### src/rtl/pdp1_opr_unit.sv
// pdp1_opr_unit
// Sequencer in front of the combinational operate-group (OPR) decoder.
// Accepts one OPR word per handshake, latches the operands (AC, IO, program
// flags, synchronised test word) for the decoder, captures the decoder
// results, and issues one writeback strobe per instruction. Each instruction
// is stretched to OPR_CYCLES cycles. HLT (mask bit 3) parks the unit until a
// console continue pulse arrives.
//
// Ports
//   clk, rst_n            clock, asynchronous active-low reset
//   opr_valid/opr_ready   instruction handshake (ready only while idle)
//   opr_word[0:17]        bits 0:4 opcode, bit 5 i-bit, bits 6:17 mask
//   ac_i, io_i, pf_i      current AC / IO / program flags
//   tw_async              console test-word switches (asynchronous)
//   dec_*                 latched operands presented to the decoder
//   dec_r_*               decoder results
//   wb_we, wb_ac/io/pf    writeback strobe and registered results
//   halted, cont          HLT status and console continue pulse
//   opr_err               one-cycle pulse when a non-OPR opcode was accepted
module pdp1_opr_unit #(
    parameter int OPR_CYCLES = 3
) (
    input  logic        clk,
    input  logic        rst_n,
    input  logic        opr_valid,
    output logic        opr_ready,
    input  logic [0:17] opr_word,
    input  logic [0:17] ac_i,
    input  logic [0:17] io_i,
    input  logic [0:5]  pf_i,
    input  logic [0:17] tw_async,
    output logic        dec_i,
    output logic [0:11] dec_mask,
    output logic [0:17] dec_ac,
    output logic [0:17] dec_io,
    output logic [0:17] dec_tw,
    output logic [0:5]  dec_pf,
    input  logic [0:17] dec_r_ac,
    input  logic [0:17] dec_r_io,
    input  logic [0:5]  dec_r_pf,
    output logic        wb_we,
    output logic [0:17] wb_ac,
    output logic [0:17] wb_io,
    output logic [0:5]  wb_pf,
    output logic        halted,
    input  logic        cont,
    output logic        opr_err
);

    typedef enum logic [2:0] {
        S_IDLE,
        S_EVAL,
        S_STALL,
        S_WB,
        S_HALT
    } state_t;

    localparam logic [3:0] LAST_STALL = 4'(OPR_CYCLES - 1);

    state_t      r_state;
    state_t      w_next;
    logic [3:0]  r_cnt;
    logic [0:17] r_tw_s1;
    logic [0:17] r_tw_s2;
    logic [0:4]  r_opc;
    logic        r_ready;
    logic        r_wb_we;
    logic        r_halted;
    logic        r_err;
    logic        r_dec_i;
    logic [0:11] r_dec_mask;
    logic [0:17] r_dec_ac;
    logic [0:17] r_dec_io;
    logic [0:17] r_dec_tw;
    logic [0:5]  r_dec_pf;
    logic [0:17] r_wb_ac;
    logic [0:17] r_wb_io;
    logic [0:5]  r_wb_pf;
    logic        w_accept;
    logic        w_is_opr;

    // r_ready is only ever set when the next state is IDLE, so it also gates
    // acceptance during the first cycle after reset release.
    assign w_accept = opr_valid && r_ready;
    assign w_is_opr = (r_opc == 5'b11111);

    always_comb begin
        w_next = r_state;
        case (r_state)
            S_IDLE:  if (w_accept) w_next = S_EVAL;
            S_EVAL: begin
                if (!w_is_opr)            w_next = S_IDLE;
                else if (OPR_CYCLES <= 2) w_next = S_WB;
                else                      w_next = S_STALL;
            end
            S_STALL: if (r_cnt == LAST_STALL) w_next = S_WB;
            S_WB:    w_next = r_dec_mask[3] ? S_HALT : S_IDLE;
            S_HALT:  if (cont) w_next = S_IDLE;
            default: w_next = S_IDLE;
        endcase
    end

    // Status outputs are registered from the next state so they are glitch
    // free and all drop together on reset.
    always_ff @(posedge clk or negedge rst_n) begin
        if (!rst_n) begin
            r_state  <= S_IDLE;
            r_ready  <= 1'b0;
            r_wb_we  <= 1'b0;
            r_halted <= 1'b0;
            r_err    <= 1'b0;
            r_cnt    <= 4'd0;
        end else begin
            r_state  <= w_next;
            r_ready  <= (w_next == S_IDLE);
            r_wb_we  <= (w_next == S_WB);
            r_halted <= (w_next == S_HALT);
            r_err    <= (r_state == S_EVAL) && !w_is_opr;
            if (w_accept)
                r_cnt <= 4'd1;
            else if (r_state == S_EVAL || r_state == S_STALL)
                r_cnt <= r_cnt + 4'd1;
        end
    end

    // Two-flop synchroniser; dec_tw samples the second stage at acceptance.
    always_ff @(posedge clk or negedge rst_n) begin
        if (!rst_n) begin
            r_tw_s1 <= '0;
            r_tw_s2 <= '0;
        end else begin
            r_tw_s1 <= tw_async;
            r_tw_s2 <= r_tw_s1;
        end
    end

    // Operand latches hold through writeback and any HALT so the decoder
    // inputs stay stable.
    always_ff @(posedge clk or negedge rst_n) begin
        if (!rst_n) begin
            r_opc      <= '0;
            r_dec_i    <= 1'b0;
            r_dec_mask <= '0;
            r_dec_ac   <= '0;
            r_dec_io   <= '0;
            r_dec_tw   <= '0;
            r_dec_pf   <= '0;
        end else if (w_accept) begin
            r_opc      <= opr_word[0:4];
            r_dec_i    <= opr_word[5];
            r_dec_mask <= opr_word[6:17];
            r_dec_ac   <= ac_i;
            r_dec_io   <= io_i;
            r_dec_tw   <= r_tw_s2;
            r_dec_pf   <= pf_i;
        end
    end

    // Results are captured at the end of EVAL, only for genuine OPR words.
    always_ff @(posedge clk or negedge rst_n) begin
        if (!rst_n) begin
            r_wb_ac <= '0;
            r_wb_io <= '0;
            r_wb_pf <= '0;
        end else if (r_state == S_EVAL && w_is_opr) begin
            r_wb_ac <= dec_r_ac;
            r_wb_io <= dec_r_io;
            r_wb_pf <= dec_r_pf;
        end
    end

    assign opr_ready = r_ready;
    assign wb_we     = r_wb_we;
    assign halted    = r_halted;
    assign opr_err   = r_err;
    assign dec_i     = r_dec_i;
    assign dec_mask  = r_dec_mask;
    assign dec_ac    = r_dec_ac;
    assign dec_io    = r_dec_io;
    assign dec_tw    = r_dec_tw;
    assign dec_pf    = r_dec_pf;
    assign wb_ac     = r_wb_ac;
    assign wb_io     = r_wb_io;
    assign wb_pf     = r_wb_pf;

endmodule

### config.mk
export PLATFORM = sky130hd
export DESIGN_NAME = pdp1_opr_unit
export DESIGN_NICKNAME = d
export VERILOG_FILES = /design/src/rtl/pdp1_opr_unit.sv
export SDC_FILE = /design/constraint.sdc
export NUM_CORES = 1
export LEC_CHECK = 0
export CORE_MARGIN = 3
export CORE_UTILIZATION = 43
export DETAILED_ROUTE_END_ITERATION = 8
export GPL_ROUTABILITY_DRIVEN = 0
export PLACE_DENSITY = 0.89
export SYNTH_ARGS = -nofsm -noshare
export SYNTH_HDL_FRONTEND = slang
export SYNTH_SLANG_ARGS = --single-unit
### constraint.sdc
create_clock -name clk -period 2.1 [get_ports clk]
set_clock_uncertainty 0.1 [all_clocks]
set_input_delay 0.525 -clock clk [delete_from_list [all_inputs] [get_ports clk]]
set_output_delay 0.525 -clock clk [all_outputs]
set_load 0.01 [all_outputs]
==> metrics.csv <==
metric,value,unit
diodes,0,
status,finished clean,
drc,0,
routed-via-count,4465,
synth_cell_types,29,
io_buffers,242,
cp.required,1.47,ns
crit_chain,clkdlybuf4s50_1,
dieArea,15200,µm²
worst_slew_pin_slew,0.490,ns
async_reset_ff_share,100,%
timing.rr.start,r_state[1]$_DFF_PN0_,
slowest_delay,0.55,ns
pre_cts_slack,0.234,ns
cts.reportedPaths.clkPinSlew,0.07,ns
initial_utilization,44.4,%
ys_ff_latch,167,
finalWorstSetupSlack,0.109,ns
path_class,reg -> out,
syn_nets,633,
clock_latency,0.42,ns
cts_tree,built,
post_route_cells_drive_above_1_share,11.2,%
synth.avg_cell_area,11.7,µm²
drv_slew,0,
row_count,42,
stdcell_count,944,
end_kind,output port,
drtPass1Iterations,4,
maxSlewHeadroom,67.1,%
period_minus_slack,1.99,ns
wl_per_cell,15.4,µm
cts_buffer_depth,2,
ir_worst_vdd,0.568,mV
rrSetupSlack,0.25,ns
hp-class,reg -> reg,
ant_nets,0,
io_pins,243,
maxCapViolCount,0,
min_path_cells,0,
p_per_area,955,nW/µm²
grt_pass1_wl,22.8,mm
drtIter0Drc,338,
yosys_warnings,0,
path_buf_inv,1,
timing.final.crit_share,94.8,%
wirelength,14.6,mm
clock_sinks,167,
cts_buffers,17,
startpoint_type,register,
synth-edff-count,0,
grt_setup_unrepaired,no,
grt_use_total,19.4,%
h-tree-depth,4,
die_y,123,µm
final-setup-viol-count,0,
yosysMostFrequentCell,nand2_1,
p_total,8.77,mW
worst_ep_arrival_time,1.37,ns
synth_ff_type,dfrtp_1,
critical_path.max_fanout,3,
syn_area,5930,µm²
core,13300,µm²
r2r_end,wb_ac[6]$_DFFE_PN0P_,
synthTopCellsByArea,"dfrtp_1 (70%), nand2_1 (15%), mux2_2 (7.4%), clkbuf_1 (1.1%), buf_6 (0.95%)",
die_w,123,µm
reg2reg_depth,4,
grt_max_degree,67,
grt_overflow_total,0,
vias_per_cell,4.73,
synth_cells,507,
cts_setup_buffers,0,
ys_seq_area_share,70.4,%
area.growth.synth_to_final,54.8,%
antenna_found_initial,0,
cts_resized,0,
synth_common_cells,"nand2_1 (236), dfrtp_1 (167), mux2_2 (39)",
final_nets,881,
p_leak,4.36,nW
cts_root_buf,clkbuf_16,
cp_slowest_cell,clkdlybuf4s50_1,
grt_pass1_vias,4675,
dp.cells,911,
critPathTopFamily,buffers and inverters,
final.setup.tns,0,ns
hold_path.startpoint,r_tw_s1[0]$_DFF_PN0_,
holdPathEnd,r_tw_s2[0]$_DFF_PN0_,
max_freq,0.502,GHz
yosysTopAreaCellShare,70.4,%
hold_viol,0,
yosys.area.top_type,dfrtp_1,
hpwl,10.7,mm
design_area,9180,µm²
place_area,8600,µm²
[cell families after synthesis]
group           Yosys count  synth area share (%)
fa+ha+maj                 2                 0.422
simple gates            257                  17.4
flops                   167                  70.4
mux                      43                  8.14
buf+inv                  26                  2.30
xor+xnor                  1                 0.148
compound gates           11                  1.14
[power breakdown]
part	internal (mW)	switching [mW]	leakage [nW]
logic	1.09	0.816	1.98
registers	3.66	0.251	2.10
clock network	1.60	1.35	0.283
total	6.35	2.42	4.36
[state kept, by name, summed over array words and instances, names as in the netlist, 5 cells and up]
| name | flops |
|---|---|
| dec_ac | 18 |
| dec_io | 18 |
| dec_mask | 12 |
| dec_pf | 6 |
| dec_tw | 18 |
| r_opc | 5 |
| r_tw_s1 | 18 |
| r_tw_s2 | 18 |
| wb_ac | 18 |
| wb_io | 18 |
| wb_pf | 6 |
[final cells by class]
class	count	area, µm²
clock buffers	18	439
clock inverters	14	130
fillers	943	4170
inverters	2	7.51
multi-input cells	314	1620
flip-flops and latches	167	4180
well taps	176	220
repair buffers	253	2580
[metal layers]
| layer | GRT usage (%) | share of wire [%] | up-vias |
|---|---|---|---|
| met5 | 0 | 0 | - |
| met4 | 8.24 | 3.0 | 0 |
| met3 | 5.58 | 6.5 | 34 |
| met2 | 34.1 | 53 | 174 |
| met1 | 22.0 | 37 | 2155 |
| li1 | - | - | 2102 |
[worst max-delay path by stage]
stage	startpoint	end	slack [ns]	depth (start not counted)
6_report	dec_mask[3]$_DFFE_PN0P_	dec_mask[3]	0.11	1
5_1_grt	dec_mask[3]$_DFFE_PN0P_	dec_mask[3]	0.04	1
4_1_cts	dec_mask[3]$_DFFE_PN0P_	dec_mask[3]	0.09	1
3_5_place_dp	opr_valid	opr_ready$_DFF_PN0_	0.23	5
3_3_place_gp	opr_valid	opr_ready$_DFF_PN0_	0.22	5
2_1_floorplan	r_state[1]$_DFF_PN0_	wb_ac[10]$_DFFE_PN0P_	0.29	5
[layout by cell type, fill, tap and decap left out, drive strengths merged]
master	n
o41ai	2
nor3	3
dlygate4sd3	1
clkinv	5
inv	11
or3	4
clkdlybuf4s50	241
ha	2
and3	1
o21a	1
nand4b	1
or4	1
xnor2	1
nor3b	1
a21oi	4
o21ai	3
and2	1
nor2	2
mux2	42
mux2i	1
nand2b	3
nor4	1
o31ai	1
nand3	3
clkbuf	18
buf	11
nand2	236
dfrtp	167
[what timing repair did]
item                                   4_1_cts  5_1_grt
setup endpoints to repair                    0        0
endpoints found under the hold margin       38        0
hold buffers                                 1        0
[per-stage QoR]
step / util, % / hold WS (ns)
global placement: 64.4 / 0.233
global route: 68.8 / 0.251
CTS: 68.8 / 0.249
detailed placement: 64.4 / 0.235
floorplan: - / 0.129
finish: 68.8 / 0.247
(Power assumes the default switching activity.)
